### src/rtl/branch_resolve.sv
// Execute-stage branch resolution with a bimodal (2-bit counter) predictor and a one-deep result register.
// Optional statistics counters are enabled by defining BRANCH_RESOLVE_STATS_EN.
module branch_resolve #(
    parameter int         XLEN        = 32,
    parameter int         BHT_ENTRIES = 64,
    parameter logic [1:0] CTR_INIT    = 2'b01,
    parameter int         STAT_W      = 32
) (
    input  logic              clk,
    input  logic              rst,
    input  logic [XLEN-1:0]   pred_pc,
    output logic              pred_taken,
    input  logic              ex_valid,
    output logic              ex_ready,
    input  logic [2:0]        ex_funct3,
    input  logic [XLEN-1:0]   ex_rs1,
    input  logic [XLEN-1:0]   ex_rs2,
    input  logic [XLEN-1:0]   ex_pc,
    input  logic [XLEN-1:0]   ex_imm,
    input  logic              ex_pred_taken,
    input  logic              flush,
    output logic              res_valid,
    input  logic              res_ready,
    output logic              res_taken,
    output logic [XLEN-1:0]   res_target,
    output logic [XLEN-1:0]   res_redirect,
    output logic              res_mispredict,
    output logic [STAT_W-1:0] stat_branches,
    output logic [STAT_W-1:0] stat_mispred
);
    localparam int IDX_W = $clog2(BHT_ENTRIES);

    logic [1:0]      bht_q [BHT_ENTRIES];
    logic [1:0]      bht_d [BHT_ENTRIES];
    logic            res_valid_q, res_valid_d;
    logic            res_taken_q, res_taken_d;
    logic [XLEN-1:0] res_target_q, res_target_d;
    logic [XLEN-1:0] res_redirect_q, res_redirect_d;
    logic            res_mispredict_q, res_mispredict_d;

    logic             accept;
    logic             legal;
    logic             taken_c;
    logic             mispredict_c;
    logic [XLEN-1:0]  target_c;
    logic [XLEN-1:0]  redirect_c;
    logic [IDX_W-1:0] ex_idx;
    logic [1:0]       ctr_old;

    // Only the word-index bits of the fetch PC select a BHT entry.
    logic unused_pred_bits;
    assign unused_pred_bits = ^{pred_pc[XLEN-1:IDX_W+2], pred_pc[1:0]};

    assign pred_taken = bht_q[pred_pc[IDX_W+1:2]][1];
    assign ex_ready   = !res_valid_q || res_ready;
    assign accept     = ex_valid && ex_ready && !flush;

    always_comb begin
        legal   = 1'b1;
        taken_c = 1'b0;
        case (ex_funct3)
            3'b000:  taken_c = (ex_rs1 == ex_rs2);
            3'b001:  taken_c = (ex_rs1 != ex_rs2);
            3'b100:  taken_c = ($signed(ex_rs1) <  $signed(ex_rs2));
            3'b101:  taken_c = ($signed(ex_rs1) >= $signed(ex_rs2));
            3'b110:  taken_c = (ex_rs1 <  ex_rs2);
            3'b111:  taken_c = (ex_rs1 >= ex_rs2);
            default: legal   = 1'b0;
        endcase
        target_c     = ex_pc + ex_imm;
        redirect_c   = taken_c ? target_c : ex_pc + XLEN'(4);
        mispredict_c = (taken_c != ex_pred_taken);
        ex_idx       = ex_pc[IDX_W+1:2];
        ctr_old      = bht_q[ex_idx];
    end

    always_comb begin
        bht_d = bht_q;
        if (accept && legal) begin
            if (taken_c && ctr_old != 2'b11)
                bht_d[ex_idx] = ctr_old + 2'b01;
            else if (!taken_c && ctr_old != 2'b00)
                bht_d[ex_idx] = ctr_old - 2'b01;
        end
    end

    always_comb begin
        res_valid_d      = res_valid_q;
        res_taken_d      = res_taken_q;
        res_target_d     = res_target_q;
        res_redirect_d   = res_redirect_q;
        res_mispredict_d = res_mispredict_q;
        if (flush) begin
            res_valid_d = 1'b0;
        end else if (accept) begin
            res_valid_d      = 1'b1;
            res_taken_d      = taken_c;
            res_target_d     = target_c;
            res_redirect_d   = redirect_c;
            res_mispredict_d = mispredict_c;
        end else if (res_ready) begin
            res_valid_d = 1'b0;
        end
    end

    always_ff @(posedge clk) begin
        if (rst) begin
            for (int i = 0; i < BHT_ENTRIES; i++) bht_q[i] <= CTR_INIT;
            res_valid_q      <= 1'b0;
            res_taken_q      <= 1'b0;
            res_target_q     <= '0;
            res_redirect_q   <= '0;
            res_mispredict_q <= 1'b0;
        end else begin
            bht_q            <= bht_d;
            res_valid_q      <= res_valid_d;
            res_taken_q      <= res_taken_d;
            res_target_q     <= res_target_d;
            res_redirect_q   <= res_redirect_d;
            res_mispredict_q <= res_mispredict_d;
        end
    end

    assign res_valid      = res_valid_q;
    assign res_taken      = res_taken_q;
    assign res_target     = res_target_q;
    assign res_redirect   = res_redirect_q;
    assign res_mispredict = res_mispredict_q;

`ifdef BRANCH_RESOLVE_STATS_EN
    logic [STAT_W-1:0] stat_branches_q, stat_branches_d;
    logic [STAT_W-1:0] stat_mispred_q, stat_mispred_d;

    // Illegal encodings are resolved but deliberately left out of the counts.
    always_comb begin
        stat_branches_d = stat_branches_q;
        stat_mispred_d  = stat_mispred_q;
        if (accept && legal) begin
            if (stat_branches_q != '1)
                stat_branches_d = stat_branches_q + STAT_W'(1);
            if (mispredict_c && stat_mispred_q != '1)
                stat_mispred_d = stat_mispred_q + STAT_W'(1);
        end
    end

    always_ff @(posedge clk) begin
        if (rst) begin
            stat_branches_q <= '0;
            stat_mispred_q  <= '0;
        end else begin
            stat_branches_q <= stat_branches_d;
            stat_mispred_q  <= stat_mispred_d;
        end
    end

    assign stat_branches = stat_branches_q;
    assign stat_mispred  = stat_mispred_q;
`else
    assign stat_branches = '0;
    assign stat_mispred  = '0;
`endif

endmodule

### config.mk
export PLATFORM = sky130hd
export DESIGN_NAME = branch_resolve
export DESIGN_NICKNAME = d
export VERILOG_FILES = /design/src/rtl/branch_resolve.sv
export SDC_FILE = /design/constraint.sdc
export NUM_CORES = 1
export LEC_CHECK = 0
export CAP_MARGIN = 10
export CORE_MARGIN = 2
export CORE_UTILIZATION = 35
export DETAILED_ROUTE_END_ITERATION = 6
export PLACE_DENSITY = 0.6
export REMOVE_ABC_BUFFERS = 1
export SKIP_CTS_REPAIR_TIMING = 1
export SYNTH_ARGS = -nofsm -noshare
export SYNTH_HDL_FRONTEND = slang
export SYNTH_SLANG_ARGS = --single-unit
### constraint.sdc
create_clock -name clk -period 11.85 [get_ports clk]
set_input_delay 1.7775 -clock clk [delete_from_list [all_inputs] [get_ports clk]]
set_output_delay 1.7775 -clock clk [all_outputs]
set_load 0.01 [all_outputs]
# [Word level (Yosys, flattened, before mapping)]
# Index checks and enable logic that the tools add are counted.
[totals] ff_bits=195 out_inout_bits=133 in_bits=169 elab_cells=127
[op_classes] mux=17 magnitude_cmp=7 eq_ne=9 addsub=4 reduce_logical=18 bitwise=3
[op_table] operator="bitwise mux 128 bit" count=2
[op_table] operator="two-way mux 128 bit" count=2
[op_table] operator="greater-or-equal comparator 32 bit" count=2
[op_table] operator="< comparator 32 bit" count=2
[op_table] operator="adder 32 x 3 -> 32 bit (second input constant)" count=1
[op_table] operator="adder 32 bit" count=1
[op_table] operator="== test 32 bit" count=1
[op_table] operator="two-way mux 32 bit" count=1
[op_table] operator="!= test 32 bit" count=1
[op_table] operator="binary-select mux 2 bit (select 6 bit)" count=2
[op_table] operator="greater-or-equal comparator 7 bit (second input constant)" count=2
[op_table] operator="inverter 6 -> 7 bit" count=2
[op_table] operator="demux 2 bit (select 6 bit)" count=1
[op_table] operator="== test 3 bit (second input constant)" count=4
[op_table] operator="two-way mux 2 bit" count=5
[op_table] operator="< comparator 7 x 1 -> 1 bit (second input constant)" count=1
[op_table] operator="logical AND 1 bit" count=6
[op_table] operator="case mux 1 bit (6 select lines)" count=1
[op_table] operator="nonzero test 2 bit" count=3
[op_table] operator="OR reduction 6 bit" count=1
[op_table] operator="AND reduction 2 bit" count=2
[op_table] operator="== test 3 x 1 -> 1 bit (second input constant)" count=1
[op_table] operator="logical NOT 1 bit" count=3
[op_table] operator="logical NOT 3 bit" count=1
[op_table] operator="other kinds (8)" count=10

# [Logic depth before layout (Yosys ltp)]
[logic_depth] depth_word=8 mapped_depth=20 mapped_depth_nobuf=15

# [Least setup slack after synthesis]
# No wires, ideal clock.
[synth_timing] path_type="input -> output" startpoint="input pred_pc[2]" endpoint="output pred_taken" path_stages=5 n_path_buf=2 required_time_ps=10073 path_slack_ps=5855 t_arrival_ps=4218 path_cell_list="clkbuf_1 -> buf_1 -> mux4_2 -> mux4_2 -> mux4_2"
[synth_between] elab_chain_cells=4
[synth_lines] item="start, declared" line_no="11" source="input logic [XLEN-1:0] pred_pc,"
[synth_lines] item="inverter 6 -> 7 bit (implied by the code)" line_no="54" source="assign pred_taken = bht_q[pred_pc[IDX_W+1:2]][1];"
[synth_lines] item="binary-select mux 2 bit (select 6 bit)" line_no="54"
[synth_lines] item="two-way mux 2 bit (implied by the code) (2 in a row)" line_no="54"
[synth_lines] item="end, declared" line_no="12" source="output logic pred_taken,"
# No other way between the ends. The select of a mux whose other input is x is not followed.

# [Final worst setup path]
[layout_timing] startpoint="input pred_pc[3]" endpoint="output pred_taken"
# Same word-level chain as after synthesis.

==> flow_summary_export.csv <==
group,metric,value,unit
place,dp_cells,2122,
synthesis,synth_warnings,0,
detailed_routing,detail_route.wl_per_cell,18.9,um
global_route,grt_max_degree,75,
power_and_ir_drop,power.share.clock,0.350,
timing,slew_violations,0,
synthesis,seq_area_frac_synth,0.304,
detailed_routing,route.detailed.vias_per_inst,5.39,
global_route,gr-usage-all-layers,0.212,
timing,hold_viol_final,0,
floorplan,die_height,196,um
worst_setup_path,crit_type,"in2out",
floorplan,die_w,196,um
worst_hold_path,worstHoldStart,"res_target[16]$_SDFFE_PP0P_",
synthesis,async_flop_share,0,
timing,finalSetupTns,0,ns
synthesis,yosysUniqueCellTypes,63,
cells_and_area,fin_area,15700,sq um
cells_and_area,fin_cells,2153,
power_and_ir_drop,p_leak,6.68,nW
global_route,met3_usage,0.0385,
timing,period_needed,6.70,ns
detailed_routing,drtIter0Drc,809,
power_and_ir_drop,switching_share,0.306,
global_route,gr-total-overflow,0,
worst_setup_path,arrival,4.92,ns
detailed_routing,drt-pass1-iter-count,5,
synthesis,muxShareOfSynthArea,0.173,
power_and_ir_drop,p_sw,0.508,mW
power_and_ir_drop,p_per_area,106,nW/um^2
worst_setup_path,cp.required,10.07,ns
clocking,clk_latency,0.45,ns
clocking,cts_tree,"built",
place,hpwl,28500,um
power_and_ir_drop,intPower,1.15,mW
worst_setup_path,critical_path.max_fanout,16,
power_and_ir_drop,p_comb_frac,0.238,
floorplan,ioPinCount,302,
place,place.gp.congestion,0.865,
place,io_buffer_count,211,
global_route,grt_pass1_wl,63700,um
cells_and_area,utilization,0.431,
cells_and_area,nets,1909,
worst_setup_path,r2r_cells,13,
synthesis,yosys-top-cells-area,"dfxtp_1, mux2i_1, ha_1",
detailed_routing,drtAntennaViolNets,0,
timing,fmax,149,MHz
worst_hold_path,hold-path-cell-count,2,
synthesis,ys.flop_type,"dfxtp_1",
timing,grt_setup_unrepaired,"no",
timing,fin_skew,0.0120,ns
worst_hold_path,hold_end,"res_target[16]$_SDFFE_PP0P_",
floorplan,die_area,38200,sq um
synthesis,yosys.area_share.simple,0.166,
clocking,cts-root-buf,"clkbuf_16",
synthesis,synth_top_family_by_area,"multiplexers",
cells_and_area,drive_above_1_share,0.0748,
worst_setup_path,start_kind,"input pin",
timing,relSlewSlack,0.332,
synthesis,syn_inst,1517,
global_route,grtUsageMet1,0.286,
clocking,clock_sinks,195,
cells_and_area,num-fill-cells,3627,
outcome,run_status,"completed",
flow_run,maxCapViolCount,0,
detailed_routing,drt-total-wl,40800,um
power_and_ir_drop,peakVddDrop,105,uV
synthesis,synth_adder_area_share,0.0659,
synthesis,synth_top_area_cell,"dfxtp_1",
worst_hold_path,hp-class,"reg2reg",
clocking,numCtsBuffers,17,
synthesis,ys_ff_latch,195,
floorplan,core,36300,sq um
timing,finalCritPeriodShare,0.565,
synthesis,syn-cell-area,12800,sq um
worst_setup_path,r2r_slack,7.82,ns
worst_setup_path,end_kind,"output pin",
synthesis,yosysTopAreaCellShare,0.304,
cells_and_area,area_delta_synth_final,21.9,%
synthesis,syn_area_per_cell,8.46,sq um
floorplan,start_util,0.353,
detailed_routing,vias,11600,
global_route,grt_pass1_vias,11400,
global_route,met2_usage,0.350,
detailed_routing,drc,0,
floorplan,rows,70,
cells_and_area,antenna_cells,0,
synthesis,synth_most_common_cell,"dfxtp_1",
place,placed_area,15100,sq um
synthesis,synthTopCellsByCount,"dfxtp_1, nand2_1, mux2i_1, nor2_1, a21oi_1",
clocking,path_clk_slew,0.07,ns
clocking,clock_path_buffers,2,
synthesis,synth_edf_count,0,
global_route,grt_busiest_layer,"met2",
synthesis,synth-xor-area-share,0.0382,
synthesis,synth_compound_area_frac,0.171,
timing,worst_slew_pin_slew,0.999,ns
global_route,antenna_found_initial,0,
timing,setup_viol,0,
power_and_ir_drop,p_seq_frac,0.412,
clocking,h-tree-depth,4,
## cell usage in the layout (no fill, tap or decap), types with 30 or more instances in the layout
master           synthesis  layout
clkdlybuf4s50_1          0     207
dfxtp_1                195     195
nand2_1                178     177
mux2i_1                146     146
nor2_1                 144     143
a21oi_1                 92      92
o21ai_0                 81      81
ha_1                    66      66
conb_1                   1      64
inv_1                   55      54
xnor2_1                 38      38
mux4_2                  30      30
## metal layers
metal  vias to the layer above  wire length (um)
met3                        53              2610
li1                       5596                 -
met5                         -                 0
met2                       419             18700
met4                         0               819
met1                      5547             18700
## how the worst max path moves through the flow
stage,start,to,slack [ns],cells past startpoint
5_1_grt,pred_pc[3],pred_taken,5.17,5
3_5_place_dp,pred_pc[3],pred_taken,5.23,5
3_3_place_gp,pred_pc[3],pred_taken,5.24,5
6_report,pred_pc[3],pred_taken,5.15,5
4_1_cts,pred_pc[3],pred_taken,5.22,5
2_1_floorplan,res_ready,res_redirect[30]$_SDFFE_PP0P_,4.39,6
## metrics by stage
| step | power, mW | hold slack, ns | setup WS [ns] |
|---|---|---|---|
| final | 1.66 | 0.454 | 5.15 |
| after global routing | 1.73 | 0.473 | 5.17 |
| after floorplan | 0.905 | 0.445 | 4.39 |
| after CTS | 1.67 | 0.457 | 5.22 |
| after detailed placement | 1.09 | 0.446 | 5.23 |
| after global placement | 1.09 | 0.441 | 5.24 |
## cell families (layout without fill, tap and decap cells)
logic type	Yosys count	after routing
buffers and inverters	210	315
other	1	64
and+or+nand+nor	468	468
xor gates and xnor gates	56	56
muxes	183	183
adders and majority gates	67	67
AOI/OAI and AO/OA	337	337
DFF	195	195
## critical path, stage by stage
cell and delay (ns):
clkdlybuf4s50_1 1.13, mux4_2 0.42, mux4_2 0.57, mux4_2 0.52, clkdlybuf4s50_1 0.50
## power by group through the flow
stage / clock network [mW] / logic [mW] / registers, mW
after detailed placement: 0 / 0.392 / 0.698
after floorplan: 0 / 0.201 / 0.705
final: 0.580 / 0.395 / 0.682
after global placement: 0 / 0.388 / 0.698
after global routing: 0.618 / 0.432 / 0.685
after CTS: 0.593 / 0.394 / 0.683
## layout make-up
class	instances	area [sq um]	share of cell area
Inverter	55	206	0.0132
Clock inverter	10	100	0.00640
Clock buffer	21	470	0.0301
Tap cell	468	586	0.0374
Sequential cell	195	3900	0.249
Timing Repair Buffer	229	2230	0.142
Multi-Input combinational cell	1175	8150	0.521
No activity file was read; power rests on OpenSTA's default activity.
